**config.mk**
```make
export PLATFORM = sky130hd
export DESIGN_NAME = fetch_stage
export DESIGN_NICKNAME = d
export VERILOG_FILES = /design/src/rtl/fetch_stage.sv
export SDC_FILE = /design/constraint.sdc
export NUM_CORES = 1
export LEC_CHECK = 0
export ABC_CLOCK_PERIOD_IN_PS = 8100
export BUFFER_PORTS_ARGS = -buffer_cell sky130_fd_sc_hd__buf_4
export CAP_MARGIN = 15
export CORE_UTILIZATION = 40
export CTS_BUF_LIST = sky130_fd_sc_hd__clkbuf_8
export DETAILED_ROUTE_END_ITERATION = 12
export GPL_TIMING_DRIVEN = 0
export PLACE_DENSITY = 0.73
export SLEW_MARGIN = 20
export SYNTH_ARGS = -nofsm -noshare
export SYNTH_HDL_FRONTEND = slang
export SYNTH_SLANG_ARGS = --single-unit
```
**constraint.sdc**
```tcl
create_clock -name clk -period 8.1 [get_ports clk]
set_input_delay 2.025 -clock clk [delete_from_list [all_inputs] [get_ports clk]]
set_output_delay 2.025 -clock clk [all_outputs]
set_load 0.005 [all_outputs]
```
**src/rtl/fetch_stage.sv**
```systemverilog
// ============================================================================
//  Module      : fetch_stage
//  Description : Instruction-fetch stage. Owns the PC, issues single-outstanding
//                word reads over req/gnt/rvalid, buffers returned words in an
//                in-order queue and presents them to decode as a valid/ready
//                stream. Taken-branch redirects flush all wrong-path words.
//  Options     : FETCH_PERF_EN - builds saturating pop/bubble counters;
//                when undefined perf_fetched/perf_bubbles are tied to zero.
//  Revision    : 1.0 - initial release
// ============================================================================
`default_nettype none

module fetch_stage #(
  parameter int                         ADDRESS_WIDTH = 32,
  parameter int                         QUEUE_DEPTH   = 2,
  parameter logic [ADDRESS_WIDTH-1:0]   RESET_PC      = 'hBFC00000
) (
  input  logic                     clk,
  input  logic                     rst,
  output logic                     imem_req,
  output logic [ADDRESS_WIDTH-1:0] imem_addr,
  input  logic                     imem_gnt,
  input  logic                     imem_rvalid,
  input  logic [ADDRESS_WIDTH-1:0] imem_rdata,
  input  logic                     redirect,
  input  logic [ADDRESS_WIDTH-1:0] redirect_pc,
  output logic                     id_valid,
  input  logic                     id_ready,
  output logic [ADDRESS_WIDTH-1:0] id_instr,
  output logic [ADDRESS_WIDTH-1:0] id_pc,
  output logic [ADDRESS_WIDTH-1:0] id_pcplus4,
  output logic [31:0]              perf_fetched,
  output logic [31:0]              perf_bubbles
);

  localparam int                 c_PTR_W = $clog2(QUEUE_DEPTH);
  localparam int                 c_CNT_W = $clog2(QUEUE_DEPTH) + 1;
  localparam logic [c_CNT_W-1:0] c_DEPTH = c_CNT_W'(QUEUE_DEPTH);
  localparam logic [ADDRESS_WIDTH-1:0] c_ALIGN_MASK = ~ADDRESS_WIDTH'(3);

  localparam logic [1:0] c_IDLE = 2'd0;
  localparam logic [1:0] c_WAIT = 2'd1;
  localparam logic [1:0] c_DROP = 2'd2;

  logic [1:0]               r_state;
  logic [1:0]               w_state_nxt;
  logic [ADDRESS_WIDTH-1:0] r_fetch_pc;
  logic [ADDRESS_WIDTH-1:0] r_req_pc;
  logic [ADDRESS_WIDTH-1:0] r_q_instr [QUEUE_DEPTH];
  logic [ADDRESS_WIDTH-1:0] r_q_pc    [QUEUE_DEPTH];
  logic [c_PTR_W-1:0]       r_rd_ptr;
  logic [c_PTR_W-1:0]       r_wr_ptr;
  logic [c_CNT_W-1:0]       r_count;

  logic                     w_busy;
  logic                     w_space;
  logic                     w_issue_ok;
  logic                     w_req;
  logic                     w_hs;
  logic                     w_push;
  logic                     w_id_valid;
  logic                     w_pop;
  logic [ADDRESS_WIDTH-1:0] w_redirect_pc;

  // Space counts the outstanding request as occupied; a same-cycle pop does not help.
  assign w_busy        = (r_state != c_IDLE);
  assign w_space       = (r_count + c_CNT_W'(w_busy)) < c_DEPTH;
  assign w_issue_ok    = (r_state == c_IDLE) || ((r_state == c_WAIT) && imem_rvalid);
  assign w_req         = !rst && !redirect && w_space && w_issue_ok;
  assign w_hs          = w_req && imem_gnt;
  assign w_push        = (r_state == c_WAIT) && imem_rvalid && !redirect;
  assign w_id_valid    = (r_count != '0) && !redirect;
  assign w_pop         = w_id_valid && id_ready;
  assign w_redirect_pc = redirect_pc & c_ALIGN_MASK;

  always_ff @(posedge clk or posedge rst) begin
    if (rst) begin
      r_state <= c_IDLE;
    end else begin
      r_state <= w_state_nxt;
    end
  end

  always_comb begin
    w_state_nxt = r_state;
    case (r_state)
      c_IDLE: begin
        if (w_hs) begin
          w_state_nxt = c_WAIT;
        end
      end
      c_WAIT: begin
        if (redirect) begin
          w_state_nxt = imem_rvalid ? c_IDLE : c_DROP;
        end else if (imem_rvalid) begin
          w_state_nxt = w_hs ? c_WAIT : c_IDLE;
        end
      end
      c_DROP: begin
        if (imem_rvalid) begin
          w_state_nxt = c_IDLE;
        end
      end
      default: w_state_nxt = c_IDLE;
    endcase
  end

  always_comb begin
    imem_req   = w_req;
    imem_addr  = r_fetch_pc;
    id_valid   = w_id_valid;
    id_instr   = '0;
    id_pc      = '0;
    id_pcplus4 = '0;
    if (w_id_valid) begin
      id_instr   = r_q_instr[r_rd_ptr];
      id_pc      = r_q_pc[r_rd_ptr];
      id_pcplus4 = r_q_pc[r_rd_ptr] + ADDRESS_WIDTH'(4);
    end
  end

  always_ff @(posedge clk or posedge rst) begin
    if (rst) begin
      r_fetch_pc <= RESET_PC & c_ALIGN_MASK;
      r_req_pc   <= '0;
      r_rd_ptr   <= '0;
      r_wr_ptr   <= '0;
      r_count    <= '0;
    end else if (redirect) begin
      r_fetch_pc <= w_redirect_pc;
      r_rd_ptr   <= '0;
      r_wr_ptr   <= '0;
      r_count    <= '0;
    end else begin
      if (w_hs) begin
        r_fetch_pc <= r_fetch_pc + ADDRESS_WIDTH'(4);
        r_req_pc   <= r_fetch_pc;
      end
      if (w_push) begin
        r_wr_ptr <= r_wr_ptr + c_PTR_W'(1);
      end
      if (w_pop) begin
        r_rd_ptr <= r_rd_ptr + c_PTR_W'(1);
      end
      case ({w_push, w_pop})
        2'b10:   r_count <= r_count + c_CNT_W'(1);
        2'b01:   r_count <= r_count - c_CNT_W'(1);
        default: r_count <= r_count;
      endcase
    end
  end

  // Storage needs no reset: outputs are gated by id_valid.
  always_ff @(posedge clk) begin
    if (w_push) begin
      r_q_instr[r_wr_ptr] <= imem_rdata;
      r_q_pc[r_wr_ptr]    <= r_req_pc;
    end
  end

`ifdef FETCH_PERF_EN
  logic [31:0] r_perf_fetched;
  logic [31:0] r_perf_bubbles;

  always_ff @(posedge clk or posedge rst) begin
    if (rst) begin
      r_perf_fetched <= '0;
      r_perf_bubbles <= '0;
    end else begin
      if (w_pop && (r_perf_fetched != 32'hFFFF_FFFF)) begin
        r_perf_fetched <= r_perf_fetched + 32'd1;
      end
      if (id_ready && !w_id_valid && (r_perf_bubbles != 32'hFFFF_FFFF)) begin
        r_perf_bubbles <= r_perf_bubbles + 32'd1;
      end
    end
  end

  assign perf_fetched = r_perf_fetched;
  assign perf_bubbles = r_perf_bubbles;
`else
  assign perf_fetched = 32'd0;
  assign perf_bubbles = 32'd0;
`endif

endmodule

`default_nettype wire

```
==> impl_metrics.csv, run 1 <==
group,metric,value,unit
synth,synth.area.top_cells,"edfxtp_1 (39%), dfrtp_1 (15%), mux2i_1 (7.8%)",
power_and_ir_drop,p_leak,5.00,nW
routing,drc,0,
critical_path,reg2reg_slack,5.42,ns
timing,hold_violations,0,
routing,drt_pass1_iterations,6,
power_and_ir_drop,sequentialPowerShare,0.569,
floorplanning,num_rows,55,
clock_network,clock_sinks,190,
power_and_ir_drop,power_per_cell_area,170,nW/um2
synth,synthArstFlopShare,0.347,
clock_network,path_clk_slew,0.09,ns
synth,synth-seq-cells,190,
timing,fin_worst_skew,0.0140,ns
critical_path,crit_type,"in -> out",
cells_and_area,finalNetCount,1212,
synth,synthDistinctLibCells,62,
routing,viasPerCell,5.03,
synth,post-synth-top-area-cell,"edfxtp_1",
critical_path,crit_path_max_fanout,10,
place,gp_congestion,0.892,
global_route,grt_use_total,0.203,
timing,fmax,152,MHz
floorplanning,num_io_pins,264,
clock_network,cts_tree,"built",
hold_path,hold_path.class,"reg -> reg",
routing,wl_per_cell,16.9,um
clock_network,cts-root-buf,"clkbuf_8",
synth,synth_edf_count,124,
floorplanning,die_h,156,um
floorplanning,initial_core_util,0.413,
critical_path,critPathLaunchType,"input pin",
routing,num_vias,7370,
flow_run,drv_cap,0,
status,status,"finished, final reports clean",
routing,drtAntennaViolNets,0,
power_and_ir_drop,ir_drop,0.0000994,V
critical_path,critPathCaptureType,"output pin",
global_route,antenna_found_initial,0,
timing,rsz0062_at_grt,"no",
timing,maxSlewViolCount,0,
cells_and_area,fillers,2063,
clock_network,clockBufferDepth,2,
clock_network,cts_setup_buffers,0,
timing,holdWs,0.478,ns
synth,syn-cell-area,9460,um2
place,hpwl,19100,um
synth,ys_seq_area_frac,0.569,
synth,synth_top_area_frac,0.393,
power_and_ir_drop,clockPowerShare,0.319,
cells_and_area,layout-drive-gt1-share,0.313,
floorplanning,die_area,24300,um2
global_route,grt_max_degree,49,
synth,ys.flop_type,"edfxtp_1",
timing,worst_pin_slew,1.01,ns
cells_and_area,antennaDiodeCount,0,
timing,setup_tns,0,ns
synth,synth.yosys.warnings,0,
timing,setup_violations,0,
power_and_ir_drop,p_int,1.54,mW
place,numPortBuffers,190,
floorplanning,core-area,22900,um2
clock_network,numCtsBuffers,17,
cells_and_area,design_area,12100,um2
critical_path,crit_arrival,4.56,ns
clock_network,h-tree-depth,4,
critical_path,worstPathRequired,6.08,ns
routing,initialDrtViolationCount,555,
synth,postSynthCellCount,847,
synth,syn-mean-instance-area,11.2,um2
timing,period_needed,6.59,ns
global_route,grt_pass1_wl,38000,um
clock_network,worstSkewPairLatency,0.46,ns
power_and_ir_drop,netSwitchingFraction,0.254,
power_and_ir_drop,combPwrFrac,0.112,
floorplanning,fp.dieW,156,um
global_route,grt_overflow,0,
timing,period_share,0.813,
global_route,grt_pass1_vias,6924,
clock_network,cts_resized,0,
clock_network,cts_hold_repair.buffers,0,
cells_and_area,syn2layout_area_growth,28.2,%
timing,worst_slew_margin_rel,0.325,
routing,wl,24700,um
power_and_ir_drop,switchingPower,0.522,mW
place,dpl_cell_area,11700,um2
==> metrics by stage <==
stage                     cells  power [mW]  setup WS (ns)   util
after floorplan             916        1.30          0.539      -
final                      1466        2.06           1.51  0.530
after global routing       1466        2.15           1.36  0.530
after detailed placement   1434        1.42           1.50  0.511
after CTS                  1466        2.07           1.49  0.530
after global placement     1419        1.41          -2.08  0.504
==> synthesized netlist by cell type, types with 4 or more instances <==
| cell type | number |
|---|---|
| o31ai_1 | 4 |
| nand4b_1 | 5 |
| dfrtp_1 | 57 |
| mux2i_1 | 74 |
| nor4_1 | 8 |
| nor3_1 | 16 |
| nor3b_1 | 8 |
| buf_1 | 4 |
| o21ai_0 | 28 |
| dfstp_2 | 9 |
| mux2_2 | 15 |
| nand3b_1 | 8 |
| inv_1 | 12 |
| nor2_1 | 95 |
| clkbuf_1 | 20 |
| o31a_1 | 6 |
| and2_1 | 12 |
| xnor2_1 | 10 |
| xor2_1 | 6 |
| nand3_1 | 28 |
| buf_2 | 10 |
| buf_4 | 74 |
| nand2_1 | 120 |
| o211ai_1 | 5 |
| a21oi_1 | 4 |
| nand4_1 | 15 |
| a221o_1 | 13 |
| edfxtp_1 | 124 |
==> layout make-up <==
| class | instances | area [um2] | share of cell area |
|---|---|---|---|
| buffer | 109 | 707 | 0.0583 |
| clock buffer | 17 | 234 | 0.0193 |
| clock inverter | 15 | 183 | 0.0151 |
| inverter | 13 | 51.3 | 0.00423 |
| multi-input combinational | 604 | 3600 | 0.296 |
| sequential | 190 | 5390 | 0.444 |
| tap | 313 | 392 | 0.0323 |
| timing repair buffer | 205 | 1590 | 0.131 |
==> state kept, by name (all words and copies together), names as in the netlist <==
signal / count
r_state: 2
r_count: 2
r_q_pc: 60
imem_addr: 30
r_req_pc: 30
r_q_instr: 64
r_wr_ptr: 1
r_rd_ptr: 1
==> cell families after synthesis <==
logic type / Yosys count / share of synthesized area
adder cells (fa/ha/maj): 2 / 0.00264
multiplexers: 89 / 0.0961
AO/OA/AOI/OAI: 87 / 0.0660
XOR/XNOR: 16 / 0.0148
other: 1 / 0.000396
AND/OR/NAND/NOR: 340 / 0.171
buffers and inverters: 122 / 0.0799
flip-flops: 190 / 0.569
==> worst paths after layout <==
path	startpoint	endpoint	cells after the start
max	redirect	id_instr[13]	7
min	r_req_pc[3]	r_q_pc[1][3]	0
max reg2reg	r_state[1]	r_req_pc[2]	8
min reg2reg	r_req_pc[3]	r_q_pc[1][3]	0
max in group asynchronous	rst	imem_addr[22]	3
min in group asynchronous	rst	r_count[1]	2
==> power groups by stage <==
stage / Clock, mW / Sequential (mW) / Combinational, mW
2_1_floorplan: 0 / 1.17 / 0.135
3_3_place_gp: 0 / 1.19 / 0.219
3_5_place_dp: 0 / 1.19 / 0.229
4_1_cts: 0.673 / 1.17 / 0.230
5_1_grt: 0.710 / 1.18 / 0.256
6_report: 0.657 / 1.17 / 0.230
==> layout by cell type, fill, tap and decap left out, types with 20 or more instances in the layout <==
master | synthesis | layout
clkbuf_1 | 20 | 20
nand2_1 | 120 | 120
edfxtp_1 | 124 | 124
o21ai_0 | 28 | 28
nor2_1 | 95 | 95
mux2i_1 | 74 | 74
conb_1 | 1 | 70
buf_4 | 74 | 271
dfrtp_1 | 57 | 57
nand3_1 | 28 | 28
==> per-layer routing <==
layer	GRT usage	wire, um
met1	0.276	10700
met2	0.336	11800
met3	0.0456	2070
met4	0.0303	133
met5	0	0
==> critical path, stage by stage <==
cell and delay, ns:
clkbuf_1 0.30, clkinv_1 0.45, o21ai_1 0.55, clkbuf_1 0.49, buf_1 0.42, nor2_1 0.16
buf_4 0.17
No activity file was read; power rests on OpenSTA's default activity.
==> inputs of run 2 (changes only) <==
Settings changed: ABC_CLOCK_PERIOD_IN_PS 8100 to 5900, PLACE_DENSITY 0.73 to 0.75.
Clock period 8.1 ns to 5.9 ns, I/O delays scaled along.
==> impl_metrics.csv, run 2 (synthesis results as in run 1) <==
group,metric,value,unit
status,status,"finished, final reports clean",
global_route,grt_pass1_vias,6910,
global_route,grt_overflow,0,
place,dpl_cell_area,11700,um2
timing,hold_violations,0,
cells_and_area,reg.largest.list,"r_q_instr x64, r_q_pc x60",
routing,drt_pass1_iterations,5,
timing,maxSlewViolCount,0,
cells_and_area,design_area,12200,um2
timing,worst_slew_margin_rel,0.310,
floorplanning,num_rows,55,
clock_network,clock_sinks,190,
routing,wl,24700,um
power_and_ir_drop,ir_drop,0.000150,V
power_and_ir_drop,power_per_cell_area,235,nW/um2
power_and_ir_drop,combPwrFrac,0.111,
floorplanning,die_area,24300,um2
global_route,grt_max_degree,53,
cells_and_area,largest_reg_flops,64,
clock_network,worstSkewPairLatency,0.46,ns
cells_and_area,finalNetCount,1206,
place,numPortBuffers,190,
floorplanning,die_h,156,um
cells_and_area,layout_common_cells,"buf_4 (264), edfxtp_1 (124), nand2_1 (120)",
critical_path,critPathCaptureType,"output pin",
floorplanning,num_io_pins,264,
routing,wl_per_cell,16.9,um
power_and_ir_drop,netSwitchingFraction,0.247,
power_and_ir_drop,sequentialPowerShare,0.561,
clock_network,cts_resized,0,
timing,fin_worst_skew,0.0100,ns
critical_path,cp_common_cell,"clkbuf_1",
global_route,grt_use_total,0.201,
clock_network,numCtsBuffers,17,
cells_and_area,antennaDiodeCount,0,
critical_path,max_stage_delay,0.53,ns
critical_path,crit_path_max_fanout,10,
critical_path,reg2reg_slack,3.12,ns
clock_network,cts_hold_repair.buffers,0,
critical_path,cp_num_buf_inv,5,
timing,period_needed,5.51,ns
clock_network,path_clk_slew,0.09,ns
routing,drtAntennaViolNets,0,
power_and_ir_drop,clockPowerShare,0.328,
timing,setup_tns,0,ns
place,gp_congestion,0.873,
critical_path,crit_arrival,4.04,ns
timing,fmax,181,MHz
floorplanning,fp.dieW,156,um
cells_and_area,fillers,2048,
cells_and_area,regMostFlops,"r_q_instr",
routing,num_vias,7262,
clock_network,h-tree-depth,4,
hold_path,hold_path.class,"reg -> reg",
routing,initialDrtViolationCount,473,
timing,setup_violations,0,
critical_path,crit_type,"in -> out",
clock_network,cts_tree,"built",
critical_path,cp_cell_sequence,"clkbuf_1 > clkinv_1 > o21ai_1 > clkbuf_1 > buf_1 > nor2_1 > buf_4",
critical_path,critPathLaunchType,"input pin",
global_route,grt_pass1_wl,37400,um
routing,drc,0,
clock_network,cts-root-buf,"clkbuf_8",
routing,viasPerCell,4.97,
power_and_ir_drop,p_leak,5.01,nW
critical_path,path_delay_family,"buffers and inverters",
timing,worst_pin_slew,1.03,ns
flow_run,drv_cap,0,
place,hpwl,19100,um
timing,rsz0062_at_grt,"no",
global_route,antenna_found_initial,0,
critical_path,worstPathRequired,4.43,ns
power_and_ir_drop,switchingPower,0.708,mW
clock_network,clockBufferDepth,2,
power_and_ir_drop,p_int,2.16,mW
cells_and_area,final_common_cell,"buf_4",
cells_and_area,syn2layout_area_growth,28.7,%
floorplanning,core-area,22900,um2
timing,period_share,0.934,
floorplanning,initial_core_util,0.413,
cells_and_area,layout-drive-gt1-share,0.310,
clock_network,cts_setup_buffers,0,
critical_path,crit_path_top_delay_cell,"clkbuf_1",
## run 2: cell types whose count changed in the layout (fill, tap and decap cells not counted), moves of 2 or more
cell	before	now
buf_16	1	3
buf_4	271	264
buf_8	0	4
buf_6	8	4
## run 2: worst paths after layout
check / start / end / cells past startpoint
worst max register to register: r_state[1] / r_req_pc[28] / 8
worst min register to register: r_req_pc[29] / r_q_pc[1][29] / 0
worst min-delay path: r_req_pc[29] / r_q_pc[1][29] / 0
min in group asynchronous: rst / imem_addr[17] / 2
max in group asynchronous: rst / imem_addr[28] / 3
worst max-delay path: redirect / id_pc[19] / 7
## run 2: layout make-up
class | count | area [um2] | area share
multi-input cells | 604 | 3610 | 0.296
plain buffers | 108 | 703 | 0.0577
clock inverters | 14 | 188 | 0.0154
repair buffers | 200 | 1600 | 0.132
well taps | 313 | 392 | 0.0322
inverters | 13 | 51.3 | 0.00421
flip-flops and latches | 190 | 5390 | 0.442
clock buffers | 18 | 248 | 0.0203
## run 2: power by group through the flow
| stage | Clock (mW) | Sequential [mW] | Combinational [mW] |
|---|---|---|---|
| after global routing | 1.01 | 1.62 | 0.353 |
| after detailed placement | 0 | 1.63 | 0.317 |
| final | 0.941 | 1.61 | 0.318 |
| after floorplan | 0 | 1.60 | 0.185 |
| after global placement | 0 | 1.63 | 0.302 |
| after CTS | 0.959 | 1.61 | 0.318 |
## run 2: stage by stage
stage	std cells	utilization	total power, mW	hold slack, ns	setup WS (ns)
final	1460	0.532	2.87	0.475	0.387
after global routing	1460	0.532	2.98	0.497	0.127
after CTS	1461	0.532	2.88	0.479	0.0798
after detailed placement	1429	0.513	1.95	0.459	0.298
after global placement	1419	0.504	1.93	0.449	-0.766
after floorplan	916	-	1.79	0.437	0.926
## run 2: per-layer routing
layer / global-route usage / up-vias / wire length [um]
met1: 0.271 / 3450 / 10900
met3: 0.0364 / 19 / 1510
met4: 0.0556 / 0 / 324
met2: 0.332 / 300 / 11900
li1: - / 3493 / -
met5: 0 / - / 0
==> inputs of run 3 (changes only) <==
Settings changed: MAX_ROUTING_LAYER set to met4.
==> impl_metrics.csv, run 3 (synthesis results as in run 1) <==
group,metric,value,unit
floorplanning,die_h,156,um
clock_network,cts_tree,"built",
clock_network,path_clk_slew,0.09,ns
routing,wl,24700,um
floorplanning,fp.dieW,156,um
cells_and_area,largest_reg_flops,64,
power_and_ir_drop,p_leak,5.01,nW
timing,period_needed,5.50,ns
cells_and_area,final_common_cell,"buf_4",
routing,drc,0,
power_and_ir_drop,ir_drop,0.000150,V
timing,period_share,0.932,
critical_path,worstPathRequired,4.43,ns
cells_and_area,reg.largest.list,"r_q_instr x64, r_q_pc x60",
cells_and_area,multi_input_area,3610,um2
clock_network,numCtsBuffers,17,
critical_path,crit_type,"in -> out",
power_and_ir_drop,power_per_cell_area,235,nW/um2
floorplanning,initial_core_util,0.413,
floorplanning,num_rows,55,
timing,rsz0062_at_grt,"no",
global_route,grt_max_degree,53,
cells_and_area,layout_common_cells,"buf_4 (264), edfxtp_1 (124), nand2_1 (120)",
place,hpwl,19100,um
critical_path,crit_path_max_fanout,10,
floorplanning,core-area,22900,um2
routing,drt_pass1_iterations,5,
global_route,grt_pass1_vias,6888,
cells_and_area,regMostFlops,"r_q_instr",
cells_and_area,antennaDiodeCount,0,
critical_path,critPathCaptureType,"output pin",
global_route,grt_pass1_wl,37500,um
cells_and_area,register_area,5390,um2
clock_network,cts_hold_repair.buffers,0,
hold_path,hold_path.class,"reg -> reg",
global_route,grt_use_total,0.208,
global_route,grt_overflow,0,
timing,worst_pin_slew,1.00,ns
cells_and_area,final_cells,1460,
cells_and_area,syn2layout_area_growth,28.7,%
clock_network,h-tree-depth,4,
cells_and_area,finalNetCount,1206,
place,place_inst,1429,
floorplanning,die_area,24300,um2
critical_path,critPathLaunchType,"input pin",
routing,initialDrtViolationCount,535,
timing,fin_worst_skew,0.0132,ns
clock_network,worstSkewPairLatency,0.46,ns
critical_path,crit_arrival,4.02,ns
routing,viasPerCell,4.98,
routing,drtAntennaViolNets,0,
clock_network,cts-root-buf,"clkbuf_8",
routing,num_vias,7266,
clock_network,cts_resized,0,
cells_and_area,fillers,2048,
clock_network,cts_setup_buffers,0,
timing,hold_violations,0,
timing,fmax,182,MHz
place,numPortBuffers,190,
status,status,"finished, final reports clean",
routing,wl_per_cell,16.9,um
timing,maxSlewViolCount,0,
clock_network,clockBufferDepth,2,
place,gp_congestion,0.888,
floorplanning,num_io_pins,264,
cells_and_area,final_util,0.532,
clock_network,clock_sinks,190,
flow_run,drv_cap,0,
cells_and_area,layout-drive-gt1-share,0.310,
global_route,antenna_found_initial,0,
timing,worst_slew_margin_rel,0.333,
timing,setup_violations,0,
[run 3: critical path, stage by stage]
cell and delay (ns):
clkbuf_1 0.28, clkinv_1 0.41, o21ai_1 0.50, clkbuf_1 0.53
buf_1 0.49, nor2_1 0.15, buf_4 0.17
[run 3: final cells by class]
class,instances,share of cell area
inverter,13,0.00421
clock inverter,14,0.0154
tap,313,0.0322
multi-input combinational,604,0.296
timing repair buffer,200,0.132
buffer,108,0.0577
clock buffer,18,0.0203
sequential,190,0.442
[run 3: path summary, 6_finish.rpt]
| path | startpoint | endpoint | slack [ns] | cells after the start |
|---|---|---|---|---|
| max in group asynchronous | rst | imem_addr[26] | 4.40 | 3 |
| max reg2reg | r_state[1] | r_req_pc[28] | 3.13 | 8 |
| min | r_req_pc[29] | r_q_pc[1][29] | 0.48 | 0 |
| min reg2reg | r_req_pc[29] | r_q_pc[1][29] | 0.48 | 0 |
| min in group asynchronous | rst | imem_addr[17] | 0.95 | 2 |
| max | redirect | id_pc[19] | 0.40 | 7 |
[run 3: where the power goes]
part	switching (mW)	internal, mW	leakage [nW]	total, mW
sequential	0.0859	1.52	1.93	1.61
combinational	0.157	0.162	2.85	0.318
clock	0.465	0.475	0.226	0.940
[run 3: through the flow]
stage	hold WS, ns	total power, mW	setup WS [ns]	TNS [ns]	instance area (um2)
finish	0.475	2.87	0.401	0	12200
global route	0.497	2.98	0.127	0	12200
CTS	0.479	2.88	0.0798	0	12200
detailed placement	0.459	1.95	0.298	0	11700
global placement	0.449	1.93	-0.766	-78.83	11600
floorplan	0.437	1.79	0.926	0	9730
[run 3: metal layers]
metal | up-vias | track usage | part of all wire
li1 | 3488 | - | -
met1 | 3448 | 0.275 | 0.44
met2 | 308 | 0.331 | 0.48
met3 | 22 | 0.0342 | 0.066
met4 | 0 | 0.0556 | 0.013
met5 | - | - | 0
